--- src/rtl/multicycle_controller.sv ---
// Moore control FSM for the multicycle MIPS datapath: one control vector per state,
// next state decoded from opc/func, and PCLoad in BRANCH qualified by the ALU zero flag.
module multicycle_controller (
  input  logic       clk,
  input  logic       rst,
  input  logic [5:0] opc,
  input  logic [5:0] func,
  input  logic       zero,
  output logic       PCLoad,
  output logic       IorD,
  output logic       MemRead,
  output logic       MemWrite,
  output logic       IRWrite,
  output logic       RegDst,
  output logic       JalSig1,
  output logic       MemToReg,
  output logic       JalSig2,
  output logic       RegWrite,
  output logic       ALUSrcA,
  output logic [1:0] ALUSrcB,
  output logic [2:0] ALUOperation,
  output logic [1:0] PCSrc,
  output logic [3:0] dbg_state
);

  typedef enum logic [3:0] {
    S_FETCH  = 4'd0,
    S_DECODE = 4'd1,
    S_MEMADR = 4'd2,
    S_MEMRD  = 4'd3,
    S_LWWB   = 4'd4,
    S_MEMWR  = 4'd5,
    S_REXEC  = 4'd6,
    S_RWB    = 4'd7,
    S_BRANCH = 4'd8,
    S_JUMP   = 4'd9,
    S_JAL    = 4'd10,
    S_IEXEC  = 4'd11,
    S_IWB    = 4'd12,
    S_JR     = 4'd13
  } state_t;

  localparam logic [5:0] OP_RTYPE = 6'b000000;
  localparam logic [5:0] OP_LW    = 6'b100011;
  localparam logic [5:0] OP_SW    = 6'b101011;
  localparam logic [5:0] OP_ADDI  = 6'b001000;
  localparam logic [5:0] OP_SLTI  = 6'b001010;
  localparam logic [5:0] OP_BEQ   = 6'b000100;
  localparam logic [5:0] OP_BNE   = 6'b000101;
  localparam logic [5:0] OP_J     = 6'b000010;
  localparam logic [5:0] OP_JAL   = 6'b000011;

  localparam logic [5:0] FN_JR  = 6'b001000;
  localparam logic [5:0] FN_ADD = 6'b100000;
  localparam logic [5:0] FN_SUB = 6'b100010;
  localparam logic [5:0] FN_AND = 6'b100100;
  localparam logic [5:0] FN_OR  = 6'b100101;
  localparam logic [5:0] FN_SLT = 6'b101010;

  localparam logic [2:0] ALU_AND = 3'b000;
  localparam logic [2:0] ALU_OR  = 3'b001;
  localparam logic [2:0] ALU_ADD = 3'b010;
  localparam logic [2:0] ALU_SUB = 3'b110;
  localparam logic [2:0] ALU_SLT = 3'b111;

  state_t state, next_state;

  always_ff @(posedge clk or negedge rst) begin
    if (!rst) state <= S_FETCH;
    else      state <= next_state;
  end

  assign dbg_state = state;

  always_comb begin
    next_state   = S_FETCH;
    PCLoad       = 1'b0;
    IorD         = 1'b0;
    MemRead      = 1'b0;
    MemWrite     = 1'b0;
    IRWrite      = 1'b0;
    RegDst       = 1'b0;
    JalSig1      = 1'b0;
    MemToReg     = 1'b0;
    JalSig2      = 1'b0;
    RegWrite     = 1'b0;
    ALUSrcA      = 1'b0;
    ALUSrcB      = 2'd0;
    ALUOperation = ALU_AND;
    PCSrc        = 2'd0;
    // Outputs stay all-zero while reset is held so an in-flight write is dropped at once.
    if (rst) begin
      case (state)
        S_FETCH: begin
          MemRead      = 1'b1;
          IRWrite      = 1'b1;
          ALUSrcB      = 2'd1;
          ALUOperation = ALU_ADD;
          PCLoad       = 1'b1;
          next_state   = S_DECODE;
        end
        S_DECODE: begin
          ALUSrcB      = 2'd3;
          ALUOperation = ALU_ADD;
          case (opc)
            OP_RTYPE: begin
              if (func == FN_JR)
                next_state = S_JR;
              else if (func inside {FN_ADD, FN_SUB, FN_AND, FN_OR, FN_SLT})
                next_state = S_REXEC;
              else
                next_state = S_FETCH;
            end
            OP_LW, OP_SW:     next_state = S_MEMADR;
            OP_ADDI, OP_SLTI: next_state = S_IEXEC;
            OP_BEQ, OP_BNE:   next_state = S_BRANCH;
            OP_J:             next_state = S_JUMP;
            OP_JAL:           next_state = S_JAL;
            default:          next_state = S_FETCH;
          endcase
        end
        S_MEMADR: begin
          ALUSrcA      = 1'b1;
          ALUSrcB      = 2'd2;
          ALUOperation = ALU_ADD;
          next_state   = (opc == OP_LW) ? S_MEMRD : S_MEMWR;
        end
        S_MEMRD: begin
          MemRead    = 1'b1;
          IorD       = 1'b1;
          next_state = S_LWWB;
        end
        S_LWWB: begin
          RegWrite   = 1'b1;
          next_state = S_FETCH;
        end
        S_MEMWR: begin
          MemWrite   = 1'b1;
          IorD       = 1'b1;
          next_state = S_FETCH;
        end
        S_REXEC: begin
          ALUSrcA = 1'b1;
          case (func)
            FN_SUB:  ALUOperation = ALU_SUB;
            FN_AND:  ALUOperation = ALU_AND;
            FN_OR:   ALUOperation = ALU_OR;
            FN_SLT:  ALUOperation = ALU_SLT;
            default: ALUOperation = ALU_ADD;
          endcase
          next_state = S_RWB;
        end
        S_RWB: begin
          RegDst     = 1'b1;
          MemToReg   = 1'b1;
          RegWrite   = 1'b1;
          next_state = S_FETCH;
        end
        S_BRANCH: begin
          ALUSrcA      = 1'b1;
          ALUOperation = ALU_SUB;
          PCSrc        = 2'd2;
          PCLoad       = (opc == OP_BNE) ? ~zero : zero;
          next_state   = S_FETCH;
        end
        S_JUMP: begin
          PCSrc      = 2'd1;
          PCLoad     = 1'b1;
          next_state = S_FETCH;
        end
        S_JAL: begin
          // Register file takes the already-advanced PC on the same edge the PC takes the target.
          JalSig1    = 1'b1;
          JalSig2    = 1'b1;
          RegWrite   = 1'b1;
          PCSrc      = 2'd1;
          PCLoad     = 1'b1;
          next_state = S_FETCH;
        end
        S_IEXEC: begin
          ALUSrcA      = 1'b1;
          ALUSrcB      = 2'd2;
          ALUOperation = (opc == OP_SLTI) ? ALU_SLT : ALU_ADD;
          next_state   = S_IWB;
        end
        S_IWB: begin
          MemToReg   = 1'b1;
          RegWrite   = 1'b1;
          next_state = S_FETCH;
        end
        S_JR: begin
          PCSrc      = 2'd3;
          PCLoad     = 1'b1;
          next_state = S_FETCH;
        end
        default: next_state = S_FETCH;
      endcase
    end
  end

endmodule

--- config.mk ---
export PLATFORM = sky130hd
export DESIGN_NAME = multicycle_controller
export DESIGN_NICKNAME = d
export VERILOG_FILES = /design/src/rtl/multicycle_controller.sv
export SDC_FILE = /design/constraint.sdc
export NUM_CORES = 1
export LEC_CHECK = 0
export ABC_AREA = 1
export CORE_MARGIN = 2
export CORE_UTILIZATION = 35
export CTS_CLUSTER_DIAMETER = 30
export DETAILED_ROUTE_END_ITERATION = 12
export GPL_TIMING_DRIVEN = 0
export PLACE_DENSITY = 0.86
export SLEW_MARGIN = 20
export SYNTH_ARGS = -nofsm -noshare
export SYNTH_HDL_FRONTEND = slang
export SYNTH_SLANG_ARGS = --single-unit
--- constraint.sdc ---
create_clock -name clk -period 1.2 [get_ports clk]
set_input_delay 0.24 -clock clk [delete_from_list [all_inputs] [get_ports clk]]
set_output_delay 0.24 -clock clk [all_outputs]
set_load 0.005 [all_outputs]
==> results.md, run 1 <==
- The pin count of the biggest net entering global routing is 11.
- The part of the power in the clock network is 31.3%.
- The analysis attributes to cell leakage a power of 0.817 nW.
- The kind of end point of the critical path is an output pin.
- The final setup violation count is 26.
- The netlist uses 22 different library cells.
- The final reports fail on negative setup slack.
- TritonCTS built the clock tree.
- After synthesis the cells add up to 722 µm².
- Dividing total power by cell area gives a power density of 430 mW/mm².
- The slack of the critical path is -796 ps.
- Global routing finished with a remaining overflow of 0.
- The analysis attributes to net switching a power of roughly 0.29 mW.
- A synthesized cell averages roughly 5.1 µm².
- The type of the most critical hold path is in -> reg.
- The critical path contains buffers and inverters numbering 5 combined.
- The number of clock buffers inserted by TritonCTS is 3.
- In this run switching power makes up 40.7% of total power.
- The number of hold violations in the final report is 0.
- The count of port buffers added during placement is 36.
- The number of core rows is 16.
- The initial antenna violation count was 0.
- The post-synthesis to final-layout area growth is 127%.
- The sequential cell fraction of total power is 21.1%.
- The placed wire-length estimate after detailed placement is between 1500 and 2000 µm.
- For this run, the post-layout net count is 233.
- The detailed router finished its first iteration with 63 violations.
- The clock latency at the later pin of the worst-skew pair is 270 ps.
- Measured on the finished design, the core utilization comes to 83.7%.
- In this run the standard cell core region covers 0.00196 mm².
- The combinational fraction of design power is 47.6%.
- In this run the clock root is driven by a sky130_fd_sc_hd__clkbuf_4.
- For this configuration, the core starts out at a cell density of between 30% and 40%.
- The floorplan step set the die height to 49.4 µm.
- The average via count per standard cell is 5.72.
- The library cells used most frequently in the layout, excluding fill and tap cells, are sky130_fd_sc_hd__nand2_1, sky130_fd_sc_hd__buf_6, sky130_fd_sc_hd__nor2_1.
- After layout, the worst path uses 166% of the clock period.
- The number of nets with antenna violations after routing is 0.
- The detailed-route via count is 1395.
- Across the VDD grid, the largest voltage drop is 0.707 mV.
- The internal power of the cells is 0.418 mW.
- Counting the fill cells in the layout gives 107.
- The headroom to the max-slew limit is 84.2%.
- The area of the multi-input gates is 728 µm².
- The data required time of the worst path is 960 ps.
- Dividing the detail-routed wire length by the instance count gives 18.1 µm.
- For this run, the top clock speed supported by timing is 0.501 GHz.
- Pin placement for this block handled 37 I/O pins.
- The first detailed-routing pass took 4 iterations.
- For this run, design rule violations remaining after detail routing come to 0.
- The sequential share of the synthesized area is 13.9%.
- The fraction of final layout cells with drive strength greater than 1 is a little under three fifths.
- The number of cells after detailed placement is between 200 and 250.
- The tree built by TritonCTS fans out to 4 sinks.
- Across all hold checks on the routed design, the worst slack comes to roughly 550 ps.
- Routability-driven placement finished with a final weighted congestion of 0.873.
- The flip-flop count of the largest register after layout is 4.
- For the pin with the worst max-slew slack, the measured transition is 235 ps.
- The type of element launching the critical path is a register.
- The number of H-tree levels is 1.
- The clock passes through at most 2 buffers.
- The post-synthesis instance total is 142.
- The flow ran to the end, but the final reports show violations.
- Among cell families on the critical path, the largest total delay comes from buffers and inverters.
- The library cell contributing the largest single delay on the critical path is sky130_fd_sc_hd__dfrtp_1.
- Across the whole layout, storage elements account for approximately 100 µm².
- Yosys printed 0 warnings.
- The full die area is ~0.0024 mm².
- For the final database, setup skew stands at ~13 ps.
- The finished layout holds 244 standard cells, fillers aside.
- The synthesized design contains 4 register bits.
- The via count of the first global-routing pass is 1273.
- When the netlist entered floorplanning its net count stood at between 150 and 200.
- Setup repair after global routing could not meet its margin everywhere.
- The tool flagged a number of max-cap violations equal to 0.
- At the worst endpoint, the arrival time is 1760 ps.
- The critical path goes through inv_2 > buf_6 > nand3_4 > nor2_4 > buf_4 > nand2_1 > o211ai_1 > nand2_1 > inv_1 > buf_2.
- In this design, the critical path's most frequently occurring cell is sky130_fd_sc_hd__nand2_1.
- The antenna diode count is 0.
- The global-route wire length before repair is roughly 5800 µm.
- The biggest cell delay along the critical path is 410 ps.
- The worst setup path category is reg -> out.
- Global routing used 31.4% of the available tracks across all layers.
- The number of max-slew violations in the final report is 0.
- In this run the worst path has a maximum fanout of 3.
- The clock transition at the registers of the reported paths is 60 ps.
- After layout, the minimum clock period comes to 2000 ps.
- Timing analysis after detailed placement gives a worst setup slack of -1340 ps.
- The final routed wirelength across all metal layers is 4430 µm.
- The floorplan step set the die width to between 40 and 50 µm.
## cells in the mapped netlist, drive strengths merged
library cell,n,share of area (%)
nor3,3,2.1
clkinv,1,0.52
dfrtp,4,14
o21ai,4,2.8
inv,23,12
nand3b,2,2.1
nand2,32,17
a21oi,12,8.3
nor2,41,25
clkbuf,1,0.52
a31oi,1,0.87
o211ai,2,2.1
buf,1,1.0
a21o,1,1.0
nand4,2,1.7
nand3,12,9.0
## final cells by class
| type | count | area share (%) |
|---|---|---|
| Sequential cell | 4 | 6.33 |
| Multi-Input combinational cell | 112 | 44.4 |
| Timing Repair Buffer | 71 | 38.3 |
| Clock buffer | 4 | 1.60 |
| Tap cell | 27 | 2.06 |
| Inverter | 24 | 6.48 |
| Buffer | 2 | 0.915 |
## kinds of logic (layout without fill, tap and decap cells)
kind of cell | Yosys count | count (layout) | share of synthesized area [%]
AND/OR/NAND/NOR | 92 | 92 | 57.0
flip-flops | 4 | 4 | 13.9
AO/OA/AOI/OAI | 20 | 20 | 15.1
buffers and inverters | 26 | 101 | 14.0
## routing by layer
metal	wire length, µm	track usage [%]	vias to the layer above
met1	1530	31.8	619
met5	0	0	-
li1	-	-	602
met3	486	3.99	39
met2	2070	61.0	135
met4	335	16.7	0
## repair_timing
item                                    CTS  global route
gates resized for setup                 145            40
buffers inserted                         30             6
endpoints found under the setup margin   26            26
hold buffers                              1             0
cloned                                    0             0
hold endpoints to repair                  4             0
pin swaps                                27            14
## metrics by stage
stage | cell area [µm²] | TNS [ps] | power (mW)
after detailed placement | 1140 | -21960 | 0.368
after CTS | 1500 | -9240 | 0.617
final | 1640 | -12720 | 0.706
after floorplan | 742 | -420 | 0.243
after global routing | 1640 | -13330 | 0.726
after global placement | 1140 | -21090 | 0.361
## worst reg2reg max path, stage by stage (launching register included)
cell and delay (ps):
sky130_fd_sc_hd__dfrtp_1 410, sky130_fd_sc_hd__inv_2 120, sky130_fd_sc_hd__nor2_4 50, sky130_fd_sc_hd__inv_2 100, sky130_fd_sc_hd__buf_12 120, sky130_fd_sc_hd__nor2_4 40
sky130_fd_sc_hd__buf_4 130, sky130_fd_sc_hd__buf_6 100, sky130_fd_sc_hd__buf_6 100, sky130_fd_sc_hd__buf_6 100, sky130_fd_sc_hd__buf_6 110, sky130_fd_sc_hd__nor2_4 100
sky130_fd_sc_hd__nand2_1 60, sky130_fd_sc_hd__nor2_1 80, sky130_fd_sc_hd__a21oi_1 80
## path summary, 6_finish.rpt
path | from | endpoint | slack, ps | cells after the start
setup reg to reg | dbg_state[3] | dbg_state[2] | -630 | 14
min in group asynchronous | rst | dbg_state[3] | 560 | 2
hold / removal | rst | dbg_state[3] | 550 | 5
max in group asynchronous | rst | dbg_state[0] | 420 | 2
setup / recovery | dbg_state[3] | ALUOperation[1] | -800 | 10
hold reg to reg | dbg_state[1] | dbg_state[1] | 890 | 5
## power groups by stage
stage	clock, mW	combinational (mW)	sequential [mW]
after detailed placement	0	0.218	0.150
after global routing	0.227	0.351	0.149
after CTS	0.198	0.273	0.146
after global placement	0	0.212	0.149
final	0.221	0.336	0.149
after floorplan	0	0.0951	0.148
Power figures use the tool's default switching activity.
==> inputs of run 2 (changes only) <==
--- a/config.mk
+++ b/config.mk
@@ -11,6 +11,7 @@
 export CTS_CLUSTER_DIAMETER = 30
 export DETAILED_ROUTE_END_ITERATION = 12
 export GPL_TIMING_DRIVEN = 0
+export HOLD_SLACK_MARGIN = 0.03
 export PLACE_DENSITY = 0.86
 export SLEW_MARGIN = 20
 export SYNTH_ARGS = -nofsm -noshare
==> results of run 2 <==
Same layout as run 1: the final DEF is identical, and so are final timing and power.
